### src/rtl/uart_tx_fifo_if.sv
// Byte handshake between the UART register write port, the TX FIFO and uart_tx.
// The slave modport is the FIFO side; the master modport is the producer/consumer side.
interface uart_tx_fifo_if #(
  parameter int DEPTH   = 16,
  parameter int LEVEL_W = $clog2(DEPTH) + 1
);
  logic [7:0]         write_data_i;
  logic               write_enable_i;
  logic               flush_i;
  logic               clear_overflow_i;
  logic               read_enable_i;
  logic [7:0]         read_data_o;
  logic               read_valid_o;
  logic               full_o;
  logic               empty_o;
  logic [LEVEL_W-1:0] level_o;
  logic               overflow_o;

  modport slave (
    input  write_data_i, write_enable_i, flush_i, clear_overflow_i, read_enable_i,
    output read_data_o, read_valid_o, full_o, empty_o, level_o, overflow_o
  );

  modport master (
    output write_data_i, write_enable_i, flush_i, clear_overflow_i, read_enable_i,
    input  read_data_o, read_valid_o, full_o, empty_o, level_o, overflow_o
  );
endinterface

### src/rtl/uart_tx_fifo.sv
// Byte FIFO feeding uart_tx: absorbs CPU write bursts, hands bytes out as single-cycle
// valid pulses, and reports level/full/empty plus a sticky overflow flag.
module uart_tx_fifo #(
  parameter int DEPTH = 16
) (
  input  logic           clk_i,
  input  logic           reset_ni,
  uart_tx_fifo_if.slave  bus
);
  localparam int AW      = $clog2(DEPTH);
  localparam int LEVEL_W = AW + 1;

  logic [7:0]         mem_q [DEPTH];
  logic [LEVEL_W-1:0] wr_ptr_q, wr_ptr_d, rd_ptr_q, rd_ptr_d, level_q, level_d;
  logic [7:0]         rdata_q, rdata_d;
  logic               rvalid_q, rvalid_d;
  logic               full_q, full_d, empty_q, empty_d;
  logic               ovf_q, ovf_d;
  logic               push, pop, drop;

  always_comb begin
    // Full/empty are the registered start-of-cycle view: a pop never frees room for a
    // same-cycle push, and a same-cycle push is never poppable.
    push = bus.write_enable_i && !full_q && !bus.flush_i;
    drop = bus.write_enable_i &&  full_q && !bus.flush_i;
    // rvalid_q term stops a second pop while uart_tx still holds read_enable_i high.
    pop  = bus.read_enable_i && !empty_q && !rvalid_q && !bus.flush_i;

    wr_ptr_d = wr_ptr_q;
    rd_ptr_d = rd_ptr_q;
    if (bus.flush_i) begin
      wr_ptr_d = '0;
      rd_ptr_d = '0;
    end else begin
      if (push) wr_ptr_d = wr_ptr_q + LEVEL_W'(1);
      if (pop)  rd_ptr_d = rd_ptr_q + LEVEL_W'(1);
    end

    level_d  = wr_ptr_d - rd_ptr_d;
    full_d   = (level_d == LEVEL_W'(DEPTH));
    empty_d  = (level_d == '0);
    rvalid_d = pop;
    rdata_d  = pop ? mem_q[rd_ptr_q[AW-1:0]] : rdata_q;

    ovf_d = ovf_q;
    if (drop)                      ovf_d = 1'b1;
    else if (bus.clear_overflow_i) ovf_d = 1'b0;
  end

  always_ff @(posedge clk_i or negedge reset_ni) begin
    if (!reset_ni) begin
      wr_ptr_q <= '0;
      rd_ptr_q <= '0;
      level_q  <= '0;
      rdata_q  <= 8'h00;
      rvalid_q <= 1'b0;
      full_q   <= 1'b0;
      empty_q  <= 1'b1;
      ovf_q    <= 1'b0;
    end else begin
      wr_ptr_q <= wr_ptr_d;
      rd_ptr_q <= rd_ptr_d;
      level_q  <= level_d;
      rdata_q  <= rdata_d;
      rvalid_q <= rvalid_d;
      full_q   <= full_d;
      empty_q  <= empty_d;
      ovf_q    <= ovf_d;
    end
  end

  // Storage needs no reset; contents are only readable behind a valid pointer pair.
  always_ff @(posedge clk_i) begin
    if (push) mem_q[wr_ptr_q[AW-1:0]] <= bus.write_data_i;
  end

  assign bus.read_data_o  = rdata_q;
  assign bus.read_valid_o = rvalid_q;
  assign bus.full_o       = full_q;
  assign bus.empty_o      = empty_q;
  assign bus.level_o      = level_q;
  assign bus.overflow_o   = ovf_q;
endmodule
### src/flat_wrapper.sv
// flat-port wrapper written by rule: the top's interface ports become plain ports
module uart_tx_fifo_flat 
#(
  parameter int DEPTH = 16
)
  (clk_i, reset_ni, bus_write_data_i, bus_write_enable_i, bus_flush_i, bus_clear_overflow_i, bus_read_enable_i, bus_read_data_o, bus_read_valid_o, bus_full_o, bus_empty_o, bus_level_o, bus_overflow_o);
  uart_tx_fifo_if #(.DEPTH(DEPTH)) bus_i ();
  input  logic clk_i;
  input  logic reset_ni;
  input wire logic [$bits(bus_i.write_data_i)-1:0] bus_write_data_i;
  input wire logic [$bits(bus_i.write_enable_i)-1:0] bus_write_enable_i;
  input wire logic [$bits(bus_i.flush_i)-1:0] bus_flush_i;
  input wire logic [$bits(bus_i.clear_overflow_i)-1:0] bus_clear_overflow_i;
  input wire logic [$bits(bus_i.read_enable_i)-1:0] bus_read_enable_i;
  output wire logic [$bits(bus_i.read_data_o)-1:0] bus_read_data_o;
  output wire logic [$bits(bus_i.read_valid_o)-1:0] bus_read_valid_o;
  output wire logic [$bits(bus_i.full_o)-1:0] bus_full_o;
  output wire logic [$bits(bus_i.empty_o)-1:0] bus_empty_o;
  output wire logic [$bits(bus_i.level_o)-1:0] bus_level_o;
  output wire logic [$bits(bus_i.overflow_o)-1:0] bus_overflow_o;
  assign bus_i.write_data_i = bus_write_data_i;
  assign bus_i.write_enable_i = bus_write_enable_i;
  assign bus_i.flush_i = bus_flush_i;
  assign bus_i.clear_overflow_i = bus_clear_overflow_i;
  assign bus_i.read_enable_i = bus_read_enable_i;
  assign bus_read_data_o = bus_i.read_data_o;
  assign bus_read_valid_o = bus_i.read_valid_o;
  assign bus_full_o = bus_i.full_o;
  assign bus_empty_o = bus_i.empty_o;
  assign bus_level_o = bus_i.level_o;
  assign bus_overflow_o = bus_i.overflow_o;
  uart_tx_fifo #(.DEPTH(DEPTH)) u_core (.clk_i(clk_i), .reset_ni(reset_ni), .bus(bus_i));
endmodule
### config.mk
export PLATFORM = sky130hd
export DESIGN_NAME = uart_tx_fifo_flat
export DESIGN_NICKNAME = d
export VERILOG_FILES = /design/src/rtl/uart_tx_fifo_if.sv /design/src/rtl/uart_tx_fifo.sv /design/src/flat_wrapper.sv
export SDC_FILE = /design/constraint.sdc
export NUM_CORES = 1
export LEC_CHECK = 0
export ABC_CLOCK_PERIOD_IN_PS = 2760
export CELL_PAD_IN_SITES_DETAIL_PLACEMENT = 0
export CELL_PAD_IN_SITES_GLOBAL_PLACEMENT = 1
export CORE_ASPECT_RATIO = 1.5
export CORE_UTILIZATION = 52
export CTS_CLUSTER_SIZE = 16
export DETAILED_ROUTE_END_ITERATION = 8
export PLACE_DENSITY = 0.88
export SETUP_SLACK_MARGIN = 0.1
export SLEW_MARGIN = 20
export SYNTH_ARGS = -nofsm -noshare
export SYNTH_HDL_FRONTEND = slang
export SYNTH_SLANG_ARGS = --single-unit
export TNS_END_PERCENT = 50
### constraint.sdc
create_clock -name clk_i -period 2.76 [get_ports clk_i]
set_input_delay 0.552 -clock clk_i [delete_from_list [all_inputs] [get_ports clk_i]]
set_output_delay 0.552 -clock clk_i [all_outputs]
set_load 0.01 [all_outputs]
==> results.sh, run 1 <==
export IMPL_final_layout_size_suffix_gt1_share_pct=30.6
export IMPL_grt_use_total_pct=20.9
export IMPL_tns_ns=0
export IMPL_gr_total_overflow=0
export IMPL_firstDrtPassIters=4
export IMPL_slew_violations=0
export IMPL_synth_ff_type="edfxtp_1"
export IMPL_ys_warn_count=0
export IMPL_cap_violations=0
export IMPL_io_buffer_count=30
export IMPL_clockBufferDepth=2
export IMPL_insertion_delay_ns=0.41
export IMPL_slew_headroom_pct=57.6
export IMPL_gp_congestion=0.810
export IMPL_start_kind="flop"
export IMPL_vias_per_cell=5.71
export IMPL_powerDensity_mw_per_mm2=800
export IMPL_ys_seq_area_share_pct=71.2
export IMPL_worst_path_buf_inv=3
export IMPL_coreArea_mm2=0.0120
export IMPL_hold_violations=0
export IMPL_initial_utilization_pct=53.1
export IMPL_vdd_drop_max_mv=0.477
export IMPL_antenna_found_initial=0
export IMPL_synth_seq_cells=155
export IMPL_clkTransAtPathRegs_ns=0.06
export IMPL_vias=3276
export IMPL_std_cell_rows=49
export IMPL_cpPeakStageDelay_ns=0.56
export IMPL_setup_viol=0
export IMPL_fin_worst_skew_ns=0.00846
export IMPL_cts_sinks=155
export IMPL_cts_made_buffers=17
export IMPL_io_pins=31
export IMPL_hold_path_class="flop to flop"
export IMPL_cp_cell_sequence="nor3b_4 -> buf_6 -> xnor2_2 -> nor2_2 -> ha_2 -> inv_2 -> fa_2 -> a21o_1 -> a21oi_2 -> inv_1 -> o211ai_1 -> mux2i_1"
export IMPL_diodes=0
export IMPL_worstPathArrival_ns=2.81
export IMPL_outcome="completed"
export IMPL_synth_edf_count=128
export IMPL_grt_pass1_wl_um=19000
export IMPL_yosysUniqueCellTypes=49
export IMPL_cts_htree_levels=4
export IMPL_first_iter_violations=250
export IMPL_grt_pass1_vias=3470
export IMPL_routed_wl_um=12200
export IMPL_ant_nets=0
export IMPL_path_delay_family="adder cells"
export IMPL_layout_min_cycle_time_ns=2.53
export IMPL_power_leakage_uw=0.00269
export IMPL_cp_slowest_cell="dfstp_2"
export IMPL_synth_async_reset_ratio_pct=17.4
export IMPL_hold_ws_ns=0.482
export IMPL_worstSetupPathType="flop to flop"
export IMPL_routedWlPerCell_um=21.3
export IMPL_cts_tree="done"
export IMPL_rsz0062_at_grt="no"
export IMPL_synth_nets=362
export IMPL_syn_cell_area_mm2=0.00635
export IMPL_holdBufCountCts=0
export IMPL_syn_avg_cell_area_um2=18.8
export IMPL_drc=0
export IMPL_dieArea_mm2=0.0127
export IMPL_syn_inst=338
export IMPL_fin_crit_sh_pct=91.6
export IMPL_max_slew_worst_pin_slew_ns=0.637
export IMPL_fmax_mhz=396
export IMPL_die_y_um=137
export IMPL_grt_max_degree=33
export IMPL_crit_required_ns=3.04
export IMPL_end_kind="flop"
export IMPL_crit_fanout=4
export IMPL_synthToLayoutAreaGrowth_pct=20.1
export IMPL_fp_dieW_um=92.2
export IMPL_layout_nets=432
export IMPL_cts_root_buffer="clkbuf_16"
export IMPL_hpwl_um=7970
==> registers in the layout (all words and copies together) (netlist names) <==
| register | flops |
|---|---|
| u_core.bus.full_o | 1 |
| u_core.rd_ptr_q | 5 |
| u_core.mem_q | 128 |
| u_core.bus.empty_o | 1 |
| u_core.bus.level_o | 5 |
| u_core.bus.read_valid_o | 1 |
| u_core.bus.overflow_o | 1 |
| u_core.wr_ptr_q | 5 |
| u_core.bus.read_data_o | 8 |
==> final cells by class <==
class	count	area, µm²
inverter	13	48.8
clock buffer	18	429
sequential	155	4520
multi-input combinational	155	1740
tap	153	191
timing repair buffer	66	577
clock inverter	14	114
fill	818	4340
==> worst register-to-register path: cells and delay by family, from the launching register on <==
family	cells	cell delay [ns]
fa+ha+maj	2	0.65
flops	1	0.56
compound gates	3	0.48
buf+inv	3	0.25
simple gates	2	0.22
xor+xnor	1	0.13
mux	1	0.11
==> Yosys cell counts, drive strengths merged, types with 2 or more instances <==
cell type | instances | area share, %
clkbuf | 4 | 0.24
nand2b | 2 | 0.20
nand3b | 5 | 0.65
inv | 13 | 0.77
o21ai | 9 | 0.71
edfxtp | 128 | 61
a21oi | 4 | 0.37
buf | 11 | 1.6
or2 | 4 | 0.39
xnor2 | 3 | 0.41
nand4 | 2 | 0.43
a22o | 8 | 1.1
nor2 | 24 | 1.4
mux4 | 32 | 12
o211ai | 3 | 0.35
or3b | 2 | 0.28
nor2b | 2 | 0.20
xor2 | 5 | 0.69
nand2 | 13 | 0.77
and2b | 2 | 0.28
dfrtp | 26 | 10
mux2i | 3 | 0.47
a221oi | 8 | 1.9
ha | 9 | 1.8
nor3b | 2 | 0.41
nor3 | 2 | 0.16
==> placed cells by master (no fill, tap or decap), types with 5 or more instances in the layout <==
cell / instances
dfrtp_1: 25
mux4_2: 26
edfxtp_1: 128
clkdlybuf4s50_1: 29
nand2_1: 13
mux4_1: 6
inv_1: 12
buf_4: 35
o21ai_1: 8
clkinv_4: 5
nor2_1: 22
a22o_1: 8
ha_1: 7
a221oi_2: 8
clkbuf_16: 17
==> cell families after synthesis <==
| family | Yosys count | synth area share [%] |
|---|---|---|
| xor+xnor | 8 | 1.10 |
| simple gates | 64 | 5.66 |
| buf+inv | 28 | 2.56 |
| fa+ha+maj | 10 | 2.09 |
| flops | 155 | 71.2 |
| mux | 35 | 12.2 |
| compound gates | 38 | 5.17 |
==> path summary, 6_finish.rpt <==
| path | start | to | slack [ns] | cells after the start |
|---|---|---|---|---|
| max | u_core.bus.empty_o$_DFF_PN1_ | u_core.bus.full_o$_DFF_PN0_ | 0.23 | 12 |
| min | u_core.bus.read_data_o[3]$_DFFE_PN0N_ | u_core.bus.read_data_o[3]$_DFFE_PN0N_ | 0.48 | 2 |
| max reg2reg | u_core.bus.empty_o$_DFF_PN1_ | u_core.bus.full_o$_DFF_PN0_ | 0.23 | 12 |
| min reg2reg | u_core.bus.read_data_o[3]$_DFFE_PN0N_ | u_core.bus.read_data_o[3]$_DFFE_PN0N_ | 0.48 | 2 |
| max in group asynchronous | reset_ni | u_core.bus.empty_o$_DFF_PN1_ | 1.92 | 2 |
| min in group asynchronous | reset_ni | u_core.bus.level_o[4]$_DFF_PN0_ | 0.52 | 2 |
==> power breakdown <==
part	total (µW)	switching, µW	internal [µW]
combinational	1230	572	663
sequential	2770	77.4	2690
clock	2100	930	1170
==> per-stage QoR <==
step                std cells  utilization, %  cell area (µm²)  total power [µW]  setup WS, ns
floorplan                 338               -             6350              3520         0.271
detailed placement        536            58.1             6950              3950        -0.369
global route              574            63.7             7620              6350        0.0812
finish                    574            63.7             7620              6100         0.232
CTS                       569            62.9             7520              6070         0.110
global placement          536            58.1             6950              3910        -0.217
==> layer usage <==
layer / vias up / routed length, µm / global-route usage [%]
li1: 1481 / - / -
met1: 1678 / 4540 / 24.3
met2: 101 / 7060 / 37.7
met3: 16 / 398 / 3.92
met4: 0 / 233 / 8.77
met5: - / 0 / 0
==> repair_timing <==
item | CTS | global route
endpoints found under the setup margin | 2 | 4
buffers inserted | 1 | 5
pin swaps | 0 | 6
gates cloned | 0 | 0
gates resized for setup | 4 | 17
hold endpoints to repair | 0 | 0
Power figures use the tool's default switching activity.
==> run 2, diff against run 1 <==
PLACE_DENSITY = not set   (was 0.88)
PLACE_DENSITY_LB_ADDON = 0.1   (was not set)
SKIP_CTS_REPAIR_TIMING = 1   (was not set)
==> results.sh, run 2 (synthesis results as in run 1) <==
export IMPL_drc=0
export IMPL_insertion_delay_ns=0.43
export IMPL_worstSetupPathType="primary input to flop"
export IMPL_p_sw_uw=1590
export IMPL_layout_nets=431
export IMPL_fin_crit_sh_pct=91.4
export IMPL_end_kind="flop"
export IMPL_setup_viol=0
export IMPL_fp_dieW_um=92.2
export IMPL_vias_per_cell=5.64
export IMPL_gr_total_overflow=0
export IMPL_hold_path_end="u_core.bus.read_data_o[4]$_DFFE_PN0N_"
export IMPL_first_iter_violations=117
export IMPL_hold_violations=0
export IMPL_fmax_mhz=396
export IMPL_clockPowerShare_pct=37.2
export IMPL_layout_commonest_cell="edfxtp_1"
export IMPL_fill_cells=844
export IMPL_slew_violations=0
export IMPL_max_slew_worst_pin_slew_ns=0.680
export IMPL_worstPathArrival_ns=2.87
export IMPL_die_y_um=137
export IMPL_start_kind="primary input"
export IMPL_gp_congestion=0.771
export IMPL_grt_use_total_pct=20.7
export IMPL_rrSetupSlack_ns=0.25
export IMPL_clockBufferDepth=2
export IMPL_worstReg2RegStart="u_core.bus.empty_o$_DFF_PN1_"
export IMPL_io_buffer_count=30
export IMPL_rsz0062_at_grt="no"
export IMPL_dp_slack_ns=-0.306
export IMPL_cts_tree="done"
export IMPL_powerDensity_mw_per_mm2=822
export IMPL_crit_fanout=2
export IMPL_routed_wl_um=11900
export IMPL_tns_ns=0
export IMPL_std_cell_rows=49
export IMPL_ant_nets=0
export IMPL_power_leakage_uw=0.00270
export IMPL_layout_min_cycle_time_ns=2.52
export IMPL_rr_worst_depth=12
export IMPL_cts_root_buffer="clkbuf_16"
export IMPL_antenna_found_initial=0
export IMPL_clkTransAtPathRegs_ns=0.06
export IMPL_fin_worst_skew_ns=0.0140
export IMPL_cts_made_buffers=17
export IMPL_grt_pass1_vias=3327
export IMPL_power_frac_comb_pct=18.9
export IMPL_slew_headroom_pct=54.7
export IMPL_instances_no_fill=573
export IMPL_setup_ws_ns=0.236
export IMPL_initial_utilization_pct=53.1
export IMPL_diodes=0
export IMPL_hold_path_class="flop to flop"
export IMPL_p_sw_share_pct=25.3
export IMPL_hold_ws_ns=0.485
export IMPL_synthToLayoutAreaGrowth_pct=20.5
export IMPL_grt_max_degree=33
export IMPL_final_cell_mix="edfxtp_1 (128), buf_4 (35), clkdlybuf4s50_1 (29)"
export IMPL_routedWlPerCell_um=20.7
export IMPL_outcome="completed"
export IMPL_p_int_uw=4700
export IMPL_crit_required_ns=3.11
export IMPL_dieArea_mm2=0.0127
export IMPL_coreArea_mm2=0.0120
export IMPL_firstDrtPassIters=4
export IMPL_largest_reg_flops=128
export IMPL_reg2reg_to="u_core.bus.empty_o$_DFF_PN1_"
export IMPL_dp_cells=537
export IMPL_post_route_util_pct=64.0
export IMPL_hpwl_um=7780
export IMPL_hp_start="u_core.bus.read_data_o[4]$_DFFE_PN0N_"
export IMPL_grt_pass1_wl_um=18600
export IMPL_whs_path_depth=2
export IMPL_io_pins=31
export IMPL_cts_htree_levels=4
export IMPL_cap_violations=0
export IMPL_vdd_drop_max_mv=0.522
export IMPL_vias=3230
export IMPL_cts_sinks=155
export IMPL_power_frac_seq_pct=43.9
export IMPL_final_layout_size_suffix_gt1_share_pct=30.2
run 2: power groups by stage:
stage / combinational [µW] / clock [µW] / sequential, µW
after floorplan: 668 / 0 / 2850
after global routing: 1300 / 2460 / 2780
after CTS: 1160 / 2380 / 2760
final: 1190 / 2340 / 2760
after detailed placement: 1150 / 0 / 2810
after global placement: 1140 / 0 / 2810
run 2: metal layers:
metal	global-route usage (%)	wire length (µm)	vias to the layer above
met2	34.4	6300	61
met4	9.03	157	0
li1	-	-	1478
met3	5.08	309	16
met1	25.9	5080	1675
met5	0	0	-
run 2: through the flow:
step                cell area, µm²  total power, µW
floorplan                     6350             3520
global placement              6960             3950
detailed placement            6960             3970
CTS                           7570             6300
global route                  7650             6540
finish                        7650             6290
run 2: worst max-delay path, cell delays in order:
cell and delay, ns:
clkdlybuf4s50_1 0.47, nor2b_1 0.21, xnor2_1 0.14, or2_2 0.14, ha_2 0.18, inv_2 0.04, fa_2 0.40, a21o_1 0.20
a21oi_2 0.16, buf_4 0.13, o211ai_1 0.09, mux2i_1 0.15
run 2: how the worst max path moves through the flow:
| stage | from | endpoint | depth (start not counted) |
|---|---|---|---|
| after detailed placement | bus_read_enable_i | u_core.bus.full_o$_DFF_PN0_ | 10 |
| after floorplan | bus_read_enable_i | u_core.bus.empty_o$_DFF_PN1_ | 9 |
| after global placement | bus_read_enable_i | u_core.bus.empty_o$_DFF_PN1_ | 10 |
| final | bus_write_enable_i | u_core.bus.empty_o$_DFF_PN1_ | 12 |
| after global routing | bus_write_enable_i | u_core.bus.full_o$_DFF_PN0_ | 11 |
| after CTS | bus_read_enable_i | u_core.bus.full_o$_DFF_PN0_ | 10 |
run 2: layout make-up:
cell class              instances  area, µm²  share of cell area, %
clock buffers                  18        429                   5.61
clock inverters                14        176                   2.31
inverters                      13       48.8                  0.638
multi-input cells             155       1710                   22.4
flip-flops and latches        155       4520                   59.1
well taps                     153        191                   2.50
repair buffers                 65        566                   7.40
